--- config.mk ---
export PLATFORM = sky130hd
export DESIGN_NAME = c_bus_arbiter
export DESIGN_NICKNAME = d
export VERILOG_FILES = /design/src/rtl/c_bus_arbiter.sv
export SDC_FILE = /design/constraint.sdc
export NUM_CORES = 1
export LEC_CHECK = 0
export CAP_MARGIN = 20
export CORE_ASPECT_RATIO = 1.25
export CORE_UTILIZATION = 41
export DETAILED_ROUTE_END_ITERATION = 10
export PLACE_DENSITY = 0.88
export RECOVER_POWER = 100
export SYNTH_ARGS = -nofsm -noshare
export SYNTH_HDL_FRONTEND = slang
export SYNTH_SLANG_ARGS = --single-unit
--- constraint.sdc ---
create_clock -name CLOCK_50 -period 3.5 [get_ports CLOCK_50]
set_input_delay 0.35 -clock CLOCK_50 [delete_from_list [all_inputs] [get_ports CLOCK_50]]
set_output_delay 0.35 -clock CLOCK_50 [all_outputs]
set_load 0.01 [all_outputs]
--- src/rtl/c_bus_arbiter.sv ---
// C-bus write-back arbiter: merges NUM_SRC sources onto one registered valid/ready C bus.
// Optional even-parity output OUT_PARITY is enabled by defining C_BUS_ARBITER_PARITY_EN.
module c_bus_arbiter #(
    parameter int BUS_WIDTH = 32,
    parameter int NUM_SRC   = 4,
    parameter int SEL_W     = 2,
    parameter int RR_EN     = 0
) (
    input  logic                          CLOCK_50,
    input  logic                          RESET_InHigh,
    input  logic [NUM_SRC-1:0]            IN_VALID,
    input  logic [NUM_SRC*BUS_WIDTH-1:0]  IN_BUS,
    output logic [NUM_SRC-1:0]            IN_READY,
    output logic [BUS_WIDTH-1:0]          BUS_OUT,
    output logic                          OUT_VALID,
    input  logic                          OUT_READY,
    output logic [SEL_W-1:0]              OUT_SRC
`ifdef C_BUS_ARBITER_PARITY_EN
    ,
    output logic                          OUT_PARITY
`endif
);

    function automatic logic parity_f(input logic [BUS_WIDTH-1:0] word);
        return ^word;
    endfunction

    logic [BUS_WIDTH-1:0]   bus_q, bus_d;
    logic                   valid_q, valid_d;
    logic [SEL_W-1:0]       src_q, src_d;
    logic [SEL_W-1:0]       ptr_q, ptr_d;
    logic [SEL_W-1:0]       winner_s;
    logic                   found_s;
    logic [SEL_W:0]         sum_s;
    logic [SEL_W:0]         nxt_s;
    logic [2*NUM_SRC-1:0]   dbl_s;
    logic                   load_s;
    logic                   any_s;
    logic                   xfer_s;
    logic [NUM_SRC-1:0]     ready_s;

    assign load_s = !valid_q || OUT_READY;
    assign any_s  = |IN_VALID;
    assign xfer_s = load_s && any_s;

    // Winner select: lowest index, or first request at/after the pointer with wrap.
    always_comb begin
        winner_s = '0;
        found_s  = 1'b0;
        sum_s    = '0;
        dbl_s    = {IN_VALID, IN_VALID} >> ptr_q;
        if (RR_EN != 0) begin
            for (int k = 0; k < NUM_SRC; k++) begin
                if (!found_s && dbl_s[k]) begin
                    sum_s = {1'b0, ptr_q} + (SEL_W+1)'(k);
                    if (sum_s >= (SEL_W+1)'(NUM_SRC)) begin
                        sum_s = sum_s - (SEL_W+1)'(NUM_SRC);
                    end else begin
                        sum_s = sum_s;
                    end
                    winner_s = sum_s[SEL_W-1:0];
                    found_s  = 1'b1;
                end else begin
                    found_s = found_s;
                end
            end
        end else begin
            for (int i = NUM_SRC - 1; i >= 0; i--) begin
                if (IN_VALID[i]) begin
                    winner_s = SEL_W'(i);
                end else begin
                    winner_s = winner_s;
                end
            end
        end
    end

    // One-hot accept to the winner while the output stage can load.
    always_comb begin
        ready_s = '0;
        if (!RESET_InHigh && xfer_s) begin
            ready_s[winner_s] = 1'b1;
        end else begin
            ready_s = '0;
        end
    end

    assign IN_READY = ready_s;

    // Next state of the output stage and round-robin pointer.
    always_comb begin
        bus_d   = bus_q;
        valid_d = valid_q;
        src_d   = src_q;
        ptr_d   = ptr_q;
        nxt_s   = {1'b0, winner_s} + {{SEL_W{1'b0}}, 1'b1};
        if (xfer_s) begin
            bus_d   = IN_BUS[winner_s*BUS_WIDTH +: BUS_WIDTH];
            src_d   = winner_s;
            valid_d = 1'b1;
            if (RR_EN != 0) begin
                ptr_d = (nxt_s >= (SEL_W+1)'(NUM_SRC)) ? '0 : nxt_s[SEL_W-1:0];
            end else begin
                ptr_d = ptr_q;
            end
        end else if (load_s) begin
            valid_d = 1'b0;
        end else begin
            valid_d = valid_q;
        end
    end

    // Output stage and pointer registers.
    always_ff @(posedge CLOCK_50 or posedge RESET_InHigh) begin
        if (RESET_InHigh) begin
            bus_q   <= '0;
            valid_q <= 1'b0;
            src_q   <= '0;
            ptr_q   <= '0;
        end else begin
            bus_q   <= bus_d;
            valid_q <= valid_d;
            src_q   <= src_d;
            ptr_q   <= ptr_d;
        end
    end

    assign BUS_OUT   = bus_q;
    assign OUT_VALID = valid_q;
    assign OUT_SRC   = src_q;

`ifdef C_BUS_ARBITER_PARITY_EN
    logic par_q;

    // Parity follows the captured word; it changes only on a transfer.
    always_ff @(posedge CLOCK_50 or posedge RESET_InHigh) begin
        if (RESET_InHigh) begin
            par_q <= 1'b0;
        end else if (xfer_s) begin
            par_q <= parity_f(IN_BUS[winner_s*BUS_WIDTH +: BUS_WIDTH]);
        end else begin
            par_q <= par_q;
        end
    end

    assign OUT_PARITY = par_q;
`endif

endmodule

# Yosys cells after proc, flatten, opt, wreduce, memory -nomap -nowiden
# Cells that the tools add are included.
[classes] magnitude_cmp=2 n_mux=9 shift=1 reduce_logical=8
[op_table] operator="$shiftx A128 B8 Y32" n=1
[op_table] operator="$mux W2" n=4
[op_table] operator="$mux W4" n=1
[op_table] operator="$reduce_or A4 Y1" n=1
[op_table] operator="$logic_and A1 B1 Y1" n=3
[op_table] operator="$lt A2 B3 Y1 const B" n=1
[op_table] operator="$mux W1" n=3
[op_table] operator="$demux W1 S2" n=1
[op_table] operator="$ge A2 B1 Y1 const B" n=1
[op_table] operator="$logic_not A1 Y1" n=2
[op_table] operator="$reduce_bool A2 Y1" n=1
[op_table] operator="$logic_or A1 B1 Y1" n=1
[totals] wordCells=23 output_inout_bits=39 register_bits=35

# Depth between registers and ports, before layout
# Gate-level depths: netlist (run 1).
[depth] word_depth=9 mapped_depth=7

# Least setup slack after synthesis (run 1)
# Ideal clock, no wire load.
[synth_path] path_type="input-to-output" startpoint="in RESET_InHigh" endpoint="out IN_READY[0]" required_time_ps=3150 path_stages=2 arrival_ps=1426 slack_ps=1724 cell_sequence="inv_1 > and3_1"
[synth_between] elab_chain_len=3
[synth_rtl] element="start: declaration" line="10" text="input logic RESET_InHigh,"
[synth_rtl] element="$logic_not A1 Y1 (no source line)"
[synth_rtl] element="$logic_and A1 B1 Y1" line="81" text="if (!RESET_InHigh && xfer_s) begin"
[synth_rtl] element="$mux W4" line="81"
[synth_rtl] element="end: declaration" line="13" text="output logic [NUM_SRC-1:0] IN_READY,"
# No other way between the ends.

# Worst setup path in the final report (run 1)
[layout_path] startpoint="in IN_VALID[2]" endpoint="out IN_READY[3]"
[layout_between] elab_chain_len=8 word_cells_on_any_way=12 cone_classes="order compare: 2; mux: 6; reduce/logical: 4"
[layout_rtl] element="start: declaration" line="11" text="input logic [NUM_SRC-1:0] IN_VALID,"
[layout_rtl] element="$mux W2 (3 in a row)" line="69" text="if (IN_VALID[i]) begin"
[layout_rtl] element="$lt A2 B3 Y1 (implied by the code) or $ge A2 B1 Y1 (tied branches)" line="82" text="ready_s[winner_s] = 1'b1;"
[layout_rtl] element="$logic_and A1 B1 Y1 (implied by the code)" line="82"
[layout_rtl] element="$mux W1 (implied by the code)" line="82"
[layout_rtl] element="$demux W1 S2" line="82"
[layout_rtl] element="$mux W4 *" line="81"
# Mark *: on every way between the ends. The rest lies on a longest branch, timed or not.

==> impl_metrics.env, run 1 <==
export IMPL_fillers=521
export IMPL_h_tree_depth=2
export IMPL_routed_via_count=2856
export IMPL_netlist_top_cell_by_area="dfrtp_1"
export IMPL_synthesis_instances=269
export IMPL_drive_gt1_share_pct=12.6
export IMPL_slew_violations=36
export IMPL_worstPathRequired_ns=3.15
export IMPL_place_inst=508
export IMPL_vias_per_cell=5.53
export IMPL_violations="capacitance limit, slew limit"
export IMPL_cts_root_buf="clkbuf_8"
export IMPL_critPathLaunch="IN_VALID[2]"
export IMPL_clockBufferDepth=2
export IMPL_cts_resized=0
export IMPL_grt_pass1_wl_um=14100
export IMPL_synthAdderAreaFrac_pct=0
export IMPL_synthFlopType="dfrtp_1"
export IMPL_synth_seq_cells=35
export IMPL_p_per_area_nw_per_um2=296
export IMPL_grt_max_degree=58
export IMPL_clk_pin_slew_worst_paths_ns=0.07
export IMPL_cp_slowest_cell="nor4_1"
export IMPL_insertion_delay_ns=0.29
export IMPL_routabilityCongestion=0.848
export IMPL_setup_viol=0
export IMPL_start_util_pct=42.6
export IMPL_yosysSeqAreaShare_pct=31.3
export IMPL_drt_wl_total_um=9420
export IMPL_pin_count=174
export IMPL_critPathKind="input pin to primary output"
export IMPL_drt_iter0_markers=220
export IMPL_fmax_ghz=0.336
export IMPL_synth_top_family_by_area="compound AO/OA/AOI/OAI gates"
export IMPL_grt_overflow_total=0
export IMPL_worstMarginPinSlew_ns=1.98
export IMPL_multi_input_area_um2=1640
export IMPL_final_cells=516
export IMPL_yosysUniqueCellTypes=36
export IMPL_p_leak_nw=1.65
export IMPL_postCtsHoldBufs=0
export IMPL_total_power_mw=1.34
export IMPL_synth_top_area_share_pct=31.3
export IMPL_cp_arrival_ns=2.63
export IMPL_die_y_um=94.4
export IMPL_hold_violations=0
export IMPL_final_nets=563
export IMPL_synth_area_leaders="dfrtp_1 31%, a221oi_2 10%, nor2b_1 9.8%, o221ai_2 7.5%, o21a_1 6.7%"
export IMPL_synth_edf_count=0
export IMPL_cp_max_fo=10
export IMPL_relSlewSlack_pct=-32.3
export IMPL_fin_crit_ns=2.98
export IMPL_area_growth_pct=61.5
export IMPL_yosysMostFrequentCell="nor2b_1"
export IMPL_drv_cap=1
export IMPL_cts_tree="built"
export IMPL_cp_slowest_stage_delay_ns=0.67
export IMPL_yosysWarnings=0
export IMPL_synth_area_um2=2800
export IMPL_numCtsBuffers=5
export IMPL_synthXorXnorAreaFrac_pct=0
export IMPL_grt_usage_pct=26.4
export IMPL_fin_area_um2=4520
export IMPL_antenna_left=0
export IMPL_path_common_cell="clkdlybuf4s50_1"
export IMPL_post_cts_buffers=0
export IMPL_rsz0062_at_grt="no"
export IMPL_antenna_found_initial=0
export IMPL_dr_pass1_iters=4
export IMPL_synthMuxAreaShare_pct=2.50
export IMPL_regToRegStartpoint="OUT_VALID"
export IMPL_dpl_cell_area_um2=4500
export IMPL_core_um2=6570
export IMPL_critPathLaunchType="input pin"
export IMPL_status="complete, but fails checks"
export IMPL_peakVddDrop_mv=0.183
export IMPL_hold_path_class="input pin to flop"
export IMPL_antenna_cells=0
export IMPL_register_area_um2=876
export IMPL_hold_start="IN_VALID[0]"
export IMPL_synthTopCellsByCount="44 x nor2b_1, 35 x dfrtp_1, 25 x o21a_1"
export IMPL_drc=0
export IMPL_critPathTopFamily="simple AND/OR/NAND/NOR gates"
export IMPL_async_flop_share_pct=100
export IMPL_place_detailed_hpwl_um=6860
export IMPL_dieWidth_um=75.9
export IMPL_syn_nets=404
export IMPL_row_count=33
export IMPL_die_area_um2=7160
export IMPL_synth_area_per_cell_um2=10.4
export IMPL_port_buffers=173
export IMPL_synthSimpleGateAreaFrac_pct=17.2
export IMPL_critPathBufInv=2
export IMPL_path_cells="clkdlybuf4s50_1 -> nor4_1 -> or2_1 -> nor3_2 -> and3_1 -> clkdlybuf4s50_1"
export IMPL_cts_sinks=35
export IMPL_finalCritPeriodShare_pct=85.1
export IMPL_hold_worst_slack_ns=0.342
export IMPL_worst_setup_path_end_kind="primary output"
export IMPL_tns_ns=0
export IMPL_synth_compound_area_share_pct=40.6
export IMPL_grt_pass1_vias=2889
export IMPL_wl_per_cell_um=18.2
export IMPL_finClkSkew_ns=0.00258
[report_power, final]
group	total, mW	switching [mW]	internal [mW]
Combinational	0.520	0.215	0.305
Clock	0.332	0.152	0.180
Sequential	0.487	0.0291	0.458
[cell families after synthesis]
family | count (synthesis)
AOI/OAI and AO/OA | 119
buffers and inverters | 32
DFF | 35
muxes | 7
and+or+nand+nor | 76
[flip-flops by register name, summed over array words and instances, names as in the netlist]
| register | flops |
|---|---|
| BUS_OUT | 32 |
| OUT_VALID | 1 |
| OUT_SRC | 2 |
[layout by cell type (no fill, tap or decap), drive strengths merged]
| cell | netlist | final |
|---|---|---|
| nor2 | 4 | 4 |
| nor3 | 2 | 2 |
| nor2b | 45 | 45 |
| clkbuf | 7 | 12 |
| inv | 1 | 1 |
| nand2b | 1 | 1 |
| nor4 | 1 | 1 |
| a21oi | 24 | 24 |
| o21ai | 4 | 4 |
| o221ai | 31 | 31 |
| a22oi | 8 | 8 |
| dlygate4sd3 | 0 | 36 |
| buf | 24 | 8 |
| dfrtp | 35 | 35 |
| nand2 | 9 | 9 |
| a31oi | 1 | 1 |
| or2 | 2 | 2 |
| and2b | 7 | 7 |
| o21a | 25 | 25 |
| a221oi | 24 | 24 |
| mux2i | 7 | 7 |
| and3 | 2 | 2 |
| o31a | 1 | 1 |
| and2 | 2 | 2 |
| o21bai | 1 | 1 |
| clkdlybuf4s50 | 0 | 135 |
| nand3b | 1 | 1 |
[layout make-up]
cell class / instances / share of cell area [%]
tap: 87 / 2.41
sequential: 35 / 19.4
multi-input combinational: 202 / 36.2
timing repair buffer: 183 / 39.7
inverter: 1 / 0.0831
clock buffer: 8 / 2.21
[tightest hold or removal path, cell delays in order]
cell     delay [ns]
buf_2          0.09
nor4_1         0.08
nand2_1        0.08
[per-stage QoR]
stage	utilization [%]	setup WS [ns]
floorplan	-	1.72
global placement	68.5	0.857
detailed placement	68.5	0.818
CTS	70.0	0.818
global route	68.8	0.356
finish	68.8	0.522
[worst paths after layout]
check	endpoint	slack [ns]	depth (start not counted)
hold / removal	OUT_VALID	0.34	3
setup reg to reg	BUS_OUT[0]	1.72	5
hold reg to reg	BUS_OUT[10]	0.49	1
max in group asynchronous	BUS_OUT[17]	1.07	3
min in group asynchronous	BUS_OUT[19]	1.30	3
setup / recovery	IN_READY[3]	0.52	6
[layer usage]
layer  track usage, %  wire (um)  vias to the layer above
met1             30.6       3710                     1389
met3             4.59        403                       14
met2             47.6       5110                       94
li1                 -          -                     1359
met4             9.10        195                        0
met5                0          0                        -
Power figures use the tool's default switching activity.
==> run 2: changes to the inputs <==
--- a/config.mk
+++ b/config.mk
@@ -9,7 +9,7 @@
 export CORE_ASPECT_RATIO = 1.25
 export CORE_UTILIZATION = 41
 export DETAILED_ROUTE_END_ITERATION = 10
-export PLACE_DENSITY = 0.88
+export PLACE_DENSITY = 0.93
 export RECOVER_POWER = 100
 export SYNTH_ARGS = -nofsm -noshare
 export SYNTH_HDL_FRONTEND = slang
==> impl_metrics.env, run 2 (synthesis results as in run 1) <==
export IMPL_clockBufferDepth=2
export IMPL_finClkSkew_ns=0.00527
export IMPL_grt_max_degree=58
export IMPL_p_per_area_nw_per_um2=306
export IMPL_grt_usage_pct=25.9
export IMPL_clk_pin_slew_worst_paths_ns=0.08
export IMPL_final_common_cell="clkdlybuf4s50_1"
export IMPL_cts_tree="built"
export IMPL_final_nets=563
export IMPL_insertion_delay_ns=0.28
export IMPL_drc=0
export IMPL_power_frac_seq_pct=35.0
export IMPL_setup_viol=0
export IMPL_row_count=33
export IMPL_start_util_pct=42.6
export IMPL_fin_crit_ns=2.95
export IMPL_p_sw_mw=0.393
export IMPL_drt_iter0_markers=118
export IMPL_core_um2=6570
export IMPL_status="complete, but fails checks"
export IMPL_finalCritPeriodShare_pct=84.2
export IMPL_drv_cap=1
export IMPL_die_y_um=94.4
export IMPL_grt_pass1_vias=2959
export IMPL_antenna_cells=0
export IMPL_area_growth_pct=62.2
export IMPL_peakVddDrop_mv=0.219
export IMPL_hold_violations=0
export IMPL_p_leak_nw=1.65
export IMPL_relSlewSlack_pct=-33.1
export IMPL_rsz0062_at_grt="no"
export IMPL_comb_power_share_pct=37.8
export IMPL_violations="capacitance limit, slew limit"
export IMPL_critPathLaunchType="input pin"
export IMPL_final_cell_mix="135 x clkdlybuf4s50_1, 43 x nor2b_1, 36 x dlygate4sd3_1"
export IMPL_grt_pass1_wl_um=14100
export IMPL_drive_gt1_share_pct=13.1
export IMPL_critPathKind="input pin to primary output"
export IMPL_clock_power_share_pct=27.2
export IMPL_cts_root_buf="clkbuf_8"
export IMPL_dr_pass1_iters=4
export IMPL_largest_reg_flops=32
export IMPL_routabilityCongestion=0.793
export IMPL_routed_via_count=2862
export IMPL_dieWidth_um=75.9
export IMPL_pin_count=174
export IMPL_grt_overflow_total=0
export IMPL_die_area_um2=7160
export IMPL_worstMarginPinSlew_ns=2.00
export IMPL_slew_violations=36
export IMPL_numCtsBuffers=5
export IMPL_post_cts_buffers=0
export IMPL_cp_arrival_ns=2.60
export IMPL_tns_ns=0
export IMPL_antenna_left=0
export IMPL_h_tree_depth=2
export IMPL_cts_resized=0
export IMPL_sw_frac_of_total_pct=28.4
export IMPL_hold_path_class="input pin to flop"
export IMPL_whs_path_depth=3
export IMPL_worstPathRequired_ns=3.15
export IMPL_reg2regPathDepth=5
export IMPL_hold_worst_slack_ns=0.340
export IMPL_cp_max_fo=10
export IMPL_cts_sinks=35
export IMPL_drt_wl_total_um=9290
export IMPL_intPower_mw=0.994
export IMPL_place_detailed_hpwl_um=6870
export IMPL_port_buffers=173
export IMPL_wl_per_cell_um=18.0
export IMPL_vias_per_cell=5.55
export IMPL_fmax_ghz=0.339
export IMPL_postCtsHoldBufs=0
export IMPL_worst_setup_path_end_kind="primary output"
export IMPL_antenna_found_initial=0
==> run 2: cell count changes in the layout (fill, tap and decap cells not counted), sizes merged <==
cell | before | now
clkbuf | 12 | 9
buf | 8 | 9
clkinv | 0 | 1
bufinv | 0 | 1
==> run 2: worst paths after layout <==
check / startpoint / endpoint / slack [ns]
hold reg to reg: OUT_SRC[0] / OUT_SRC[0] / 0.49
hold / removal: IN_VALID[0] / OUT_VALID / 0.34
setup / recovery: IN_VALID[2] / IN_READY[3] / 0.55
max in group asynchronous: RESET_InHigh / BUS_OUT[3] / 1.05
min in group asynchronous: RESET_InHigh / BUS_OUT[19] / 1.30
setup reg to reg: OUT_VALID / BUS_OUT[4] / 1.27
==> run 2: area by class of cell <==
| type | instances | area (um2) |
|---|---|---|
| repair buffers | 183 | 1790 |
| inverters | 1 | 3.75 |
| fillers | 522 | 2030 |
| flip-flops and latches | 35 | 876 |
| well taps | 87 | 109 |
| clock inverters | 2 | 35.0 |
| multi-input cells | 202 | 1650 |
| clock buffers | 6 | 82.6 |
==> run 2: layer usage <==
layer,track usage [%],vias up,part of all wire [%]
met5,0,-,0
met4,12.7,0,3.3
li1,-,1363,-
met2,45.4,100,52
met1,30.2,1375,39
met3,3.42,24,5.7
==> run 2: worst max-delay path: stages <==
cell	delay [ns]
clkdlybuf4s50_1	0.42
nor4_1	0.63
or2_1	0.40
nor3_2	0.09
and3_1	0.24
clkdlybuf4s50_1	0.47
==> run 2: power groups by stage <==
stage          clock (mW)  sequential, mW  combinational (mW)
2_1_floorplan           0           0.519               0.219
3_3_place_gp            0           0.493               0.542
3_5_place_dp            0           0.496               0.554
4_1_cts             0.385           0.489               0.555
5_1_grt             0.406           0.492               0.563
6_report            0.377           0.486               0.524
==> run 2: metrics by stage <==
step	total power [mW]	utilization [%]	area, um2	setup slack (ns)	cells
2_1_floorplan	0.737	-	2800	1.72	269
3_3_place_gp	1.04	68.3	4480	0.860	508
3_5_place_dp	1.05	68.3	4480	0.836	508
4_1_cts	1.43	70.1	4600	0.833	516
5_1_grt	1.46	69.1	4540	0.376	516
6_report	1.39	69.1	4540	0.554	516
